--- config.mk ---
export PLATFORM = sky130hd
export DESIGN_NAME = seq_shift
export DESIGN_NICKNAME = d
export VERILOG_FILES = /design/src/rtl/seq_shift_pkg.sv /design/src/rtl/seq_shift_step.sv /design/src/rtl/seq_shift.sv
export SDC_FILE = /design/constraint.sdc
export NUM_CORES = 1
export LEC_CHECK = 0
export ABC_AREA = 0
export CORE_MARGIN = 2
export CORE_UTILIZATION = 46
export CTS_CLUSTER_SIZE = 40
export DETAILED_ROUTE_END_ITERATION = 12
export PLACE_DENSITY_LB_ADDON = 0.2
export SYNTH_ARGS = -nofsm -noshare
export SYNTH_HDL_FRONTEND = slang
export SYNTH_SLANG_ARGS = --single-unit
--- constraint.sdc ---
create_clock -name clk -period 1.4 [get_ports clk]
set_input_delay 0.14 -clock clk [delete_from_list [all_inputs] [get_ports clk]]
set_output_delay 0.14 -clock clk [all_outputs]
set_load 0.01 [all_outputs]
--- src/rtl/seq_shift_pkg.sv ---
// Shared encodings for the sequential shifter: operation codes and FSM states.
package seq_shift_pkg;

  localparam logic [1:0] OP_SRL = 2'b00;
  localparam logic [1:0] OP_SLL = 2'b01;
  localparam logic [1:0] OP_SRA = 2'b10;
  localparam logic [1:0] OP_ROR = 2'b11;

  typedef enum logic [1:0] {
    IDLE  = 2'd0,
    SHIFT = 2'd1,
    DONE  = 2'd2
  } state_t;

endpackage

--- src/rtl/seq_shift_step.sv ---
// One-bit shift/rotate of the data register, selected by the latched operation.
module shift_step
  import seq_shift_pkg::*;
#(
  parameter int L1 = 8
) (
  input  logic [L1-1:0] d,
  input  logic [1:0]    op,
  output logic [L1-1:0] q
);

  always_comb begin
    q = d;
    case (op)
      OP_SRL:  q = {1'b0, d[L1-1:1]};
      OP_SLL:  q = {d[L1-2:0], 1'b0};
      OP_SRA:  q = {d[L1-1], d[L1-1:1]};
      default: q = {d[0], d[L1-1:1]};
    endcase
  end

endmodule

--- src/rtl/seq_shift.sv ---
// Multi-cycle shifter: one bit per clock, with valid/ready handshakes on both sides.
module seq_shift
  import seq_shift_pkg::*;
#(
  parameter int L1 = 8,
  parameter int L2 = 8
) (
  input  logic          clk,
  input  logic          rst_n,
  input  logic          in_valid,
  output logic          in_ready,
  input  logic [L1-1:0] in1,
  input  logic [L2-1:0] in2,
  input  logic [1:0]    op,
  output logic          out_valid,
  input  logic          out_ready,
  output logic [L1-1:0] out,
  output logic          busy
);

  localparam int CW = $clog2(L1 + 1);
  // Wide enough to hold both the full shift amount and L1 itself without truncation.
  localparam int WW = ((L2 > CW) ? L2 : CW) + 1;

  state_t        state;
  logic [L1-1:0] data;
  logic [CW-1:0] cnt;
  logic [1:0]    op_q;
  logic [L1-1:0] step_q;
  logic [WW-1:0] in2_x;
  logic [CW-1:0] eff;

  // Clamp on the full amount first, then narrow into the counter.
  always_comb begin
    in2_x = WW'(in2);
    if (op == OP_ROR)
      eff = CW'(in2_x & WW'(L1 - 1));
    else if (in2_x >= WW'(L1))
      eff = CW'(L1);
    else
      eff = CW'(in2_x);
  end

  shift_step #(.L1(L1)) u_step (
    .d  (data),
    .op (op_q),
    .q  (step_q)
  );

  always_ff @(posedge clk or negedge rst_n) begin
    if (!rst_n) begin
      state <= IDLE;
      data  <= '0;
      cnt   <= '0;
      op_q  <= OP_SRL;
    end else begin
      case (state)
        IDLE: begin
          if (in_valid) begin
            data  <= in1;
            cnt   <= eff;
            op_q  <= op;
            state <= (eff == '0) ? DONE : SHIFT;
          end
        end
        SHIFT: begin
          data <= step_q;
          cnt  <= cnt - CW'(1);
          if (cnt == CW'(1))
            state <= DONE;
        end
        DONE: begin
          if (out_ready)
            state <= IDLE;
        end
        default: state <= IDLE;
      endcase
    end
  end

  assign in_ready  = (state == IDLE);
  assign out_valid = (state == DONE);
  assign busy      = (state != IDLE);
  assign out       = data;

endmodule

==> run summary <==
Maximum root-to-sink buffer count: 2. The number of antenna-violating nets in the routed design is 0, and the relative max-transition margin is 0.751. The portion of the clock cycle consumed by the worst path in the final layout is 0.996, and the total routed wire length on the met1 layer is 1290 um.

Routed wire length per instance: 15.2 um. Tracing the worst setup path back leads to its startpoint at state[1]. The simple-gate portion of the synthesized area was 0.179.

The number of hold buffers added after CTS was 0. The number of remaining DRC errors was 0; the static leakage was 0.721 nW. At the end of routability-driven placement, the weighted congestion stood at 0.821.

Setup repair after global routing could not meet its margin everywhere. The starting density of the core came out at 0.486. After legalization and detailed placement, the total HPWL measured 2070 um.

The biggest fanout along the worst timing path came out at 7. The share of power burned in combinational logic was 0.681; the total negative slack was 0 ns. When the netlist entered floorplanning its net count stood at 134. The highest attainable clock frequency came out at 717 MHz. For the sequential share of power, the log shows 0.252.

Cell accounting for the most synthesized area: dfrtp_1. The tools report the critical path data required time as 1.58 ns. The number of port buffers is 32. The tools report the wire length of the first global-routing pass as 4660 um. The synthesized netlist occupies a cell area of 1070 um2. Clock latency on the worst-skew pair, taken at its later pin, is 0.28 ns. The pin count of the biggest net entering global routing came out at 17. The instance count of the mapped netlist came out at 110. The share of the synthesized area in compound gates (AO/OA/AOI/OAI) was 0.205.

The worst register-to-register path has a setup slack of 0.005 ns. For the pin with the worst max-slew slack, the measured transition is 0.373 ns. The total iterations of the first detailed-routing run was 5; the overall power of the completed layout was 0.00354 W. The worst setup path is captured at a flop.

STA puts the critical path data arrival time at 1.57 ns. The number of nets at the end of the flow was 187; the net switching component of the power was 0.00144 W. The region available for standard cell placement spans 2210 um2.

Counting the buffers created by CTS gives 3. The startpoint identified for the worst register-to-register timing path is state[1]. The flow ran to the end, and the final reports show no timing, DRC or antenna violations.

End point of the critical path: cnt[0]. The average cell area after synthesis is 9.77 um2. The number of pins exceeding their max-slew limit in the final report was 0; the sink count of the clock tree was 16. The classification of the worst setup path is reg -> reg. Across the VDD grid, the largest voltage drop is 1.48 mV.

The logs give 0 for the count of endpoints failing hold in the final timing report and 0 for the remaining global-route overflow. In this run the power density over the cells is 2200 nW/um2. The detailed router finished its first iteration with 13 violations. The die covers 2740 um2. The setup skew after layout was 0.00543 ns.

From left edge to right edge, the die measures 52.3 um. The tools report the power share of the clock group as 0.067. After synthesis, the cell types taking the most area are dfrtp_1 37%, mux2_4 8.4%, nor2b_1 5.2%. The uppermost layer routed is met4. The tools report the kind of start point of the critical path as a flop.

The proportion of netlist area held by the largest area contributor is 0.373, and the synthesized-area fraction occupied by xor and xnor cells is 0.00815. The I/O pin count is 33. TritonCTS built the clock tree.

The worst hold path belongs to the class in -> async. The post-synthesis to final-layout area growth was 49.6%; the Yosys warning count was 0. The total track usage is 0.233, and the adder-cell share of the synthesized area is 0.0233.

The number of antenna diodes in the final layout is 0. Max-cap violations in this run came to 0. Setup violations remaining at the end of the flow were counted as 0.

The final layout contains routed wiring with a total length of 2870 um. Main combinational cell family by area after synthesis: compound AO/OA/AOI/OAI gates. In the detailed route, the total length drawn on met2 is 1410 um. The multiplexer share of the synthesized area is 0.143.

The logs give 1019 for the number of vias after detailed routing and 0.727 for the final standard cell utilization of the core. The number of flops mapped to enable cells by yosys is 0, and the share of post-route cells with drive strength above 1 is 0.335. Clock-pin slew was measured on the worst setup and hold paths at 0.09 ns.

The synthesized flop and latch total came out at 16. Switching share of power: 0.405. The synthesized netlist contains 37 unique library cells.

The root buffer cell chosen for the clock tree is clkbuf_4. Cell internal power was estimated by the tool at 0.00211 W. The count of H-tree levels built during CTS is 1, and the number of non-filler instances in the completed layout is 189.

The run gives 0.373 as the sequential element share of the synthesized area. Prevailing post-synth register cell: dfrtp_1. The number of placed instances, taps included, is 177. After floorplanning, the core was divided into 17 placement rows.

The met3 wire length is 130 um, and the final period demand of the worst path is 1.40 ns. The initial antenna violation count is 0. The worst-case reg-to-reg path depth was 6; the via-per-instance ratio was 5.39. The async set-or-reset flop fraction in the synthesized netlist was 1.00; the number of global-route vias before repair was 1000.

The die height was 52.3 um. Most frequently used cell type in the post-synthesis netlist: dfrtp_1. The worst register-to-register path ends at cnt[0]. Sorting the synthesized cells by how often they occur yields 16 x dfrtp_1, 10 x nand2_1, 9 x nor2b_1, 9 x o21ai_1.
[timing repair]
item,in CTS,in global routing
buffers inserted,6,2
pin swaps,0,2
gates resized for setup,9,18
endpoints found under the setup margin,16,14
gates cloned,0,1
[final cells by class]
| cell class | count | area [um2] |
|---|---|---|
| tap | 28 | 35.0 |
| sequential | 16 | 400 |
| timing repair buffer | 54 | 492 |
| fill | 180 | 604 |
| multi-input combinational | 81 | 632 |
| inverter | 7 | 26.3 |
| clock buffer | 3 | 22.5 |
[worst min path at each step]
stage,startpoint,end,slack [ns],cells after the start
after floorplan,rst_n,cnt[0],-0.16,0
after global placement,rst_n,out[4],0.48,2
after detailed placement,rst_n,out[4],0.48,2
after CTS,rst_n,out[5],0.16,2
after global routing,rst_n,out[5],0.19,2
final,rst_n,out[5],0.17,2
[through the flow]
step | setup WS [ns] | hold slack, ns | instance area [um2]
after floorplan | 0.0431 | -0.156 | 1070
after global routing | -0.0547 | 0.189 | 1610
after CTS | -0.0517 | 0.160 | 1550
final | 0.00495 | 0.167 | 1610
after detailed placement | -0.222 | 0.480 | 1480
after global placement | -0.168 | 0.483 | 1480
[flip-flops by register name, summed over array words and instances (netlist names)]
name / count
cnt: 4
state: 2
op_q: 2
out: 8
[logic make-up after synthesis]
logic type / after synthesis
buf+inv: 13
flops: 16
mux: 12
simple gates: 36
fa+ha+maj: 2
compound gates: 30
xor+xnor: 1
[power by group through the flow]
stage | Clock [W] | Sequential [W] | Combinational (W)
6_report | 0.000238 | 0.000892 | 0.00241
2_1_floorplan | 0 | 0.000925 | 0.00134
4_1_cts | 0.000255 | 0.000886 | 0.00223
3_5_place_dp | 0 | 0.000934 | 0.00210
3_3_place_gp | 0 | 0.000920 | 0.00204
5_1_grt | 0.000271 | 0.000914 | 0.00260
[layer usage]
metal,up-vias,GRT usage
met2,35,0.371
met3,6,0.0286
li1,487,-
met1,491,0.317
met5,-,0
met4,0,0.0983
[critical path, stage by stage, from the launching register on]
cell       delay (ns)
dfrtp_1          0.41
buf_6            0.13
buf_6            0.12
or2b_4           0.27
a2bb2oi_2        0.14
o22ai_2          0.16
a21oi_1          0.05
[cells in the final DEF, fill, tap and decap left out, types with 3 or more instances in the layout]
cell type | Yosys | final
nand2_1 | 10 | 10
inv_2 | 1 | 3
clkbuf_4 | 0 | 3
mux2_4 | 6 | 6
buf_6 | 2 | 5
o21ai_1 | 9 | 9
inv_1 | 6 | 4
dfrtp_1 | 16 | 16
a21oi_2 | 6 | 6
nor2b_1 | 9 | 8
a22oi_1 | 3 | 3
buf_4 | 2 | 17
nor2_1 | 6 | 6
dlygate4sd2_1 | 0 | 4
clkdlybuf4s50_1 | 0 | 25
mux2i_1 | 3 | 3
(Power assumes the default switching activity.)
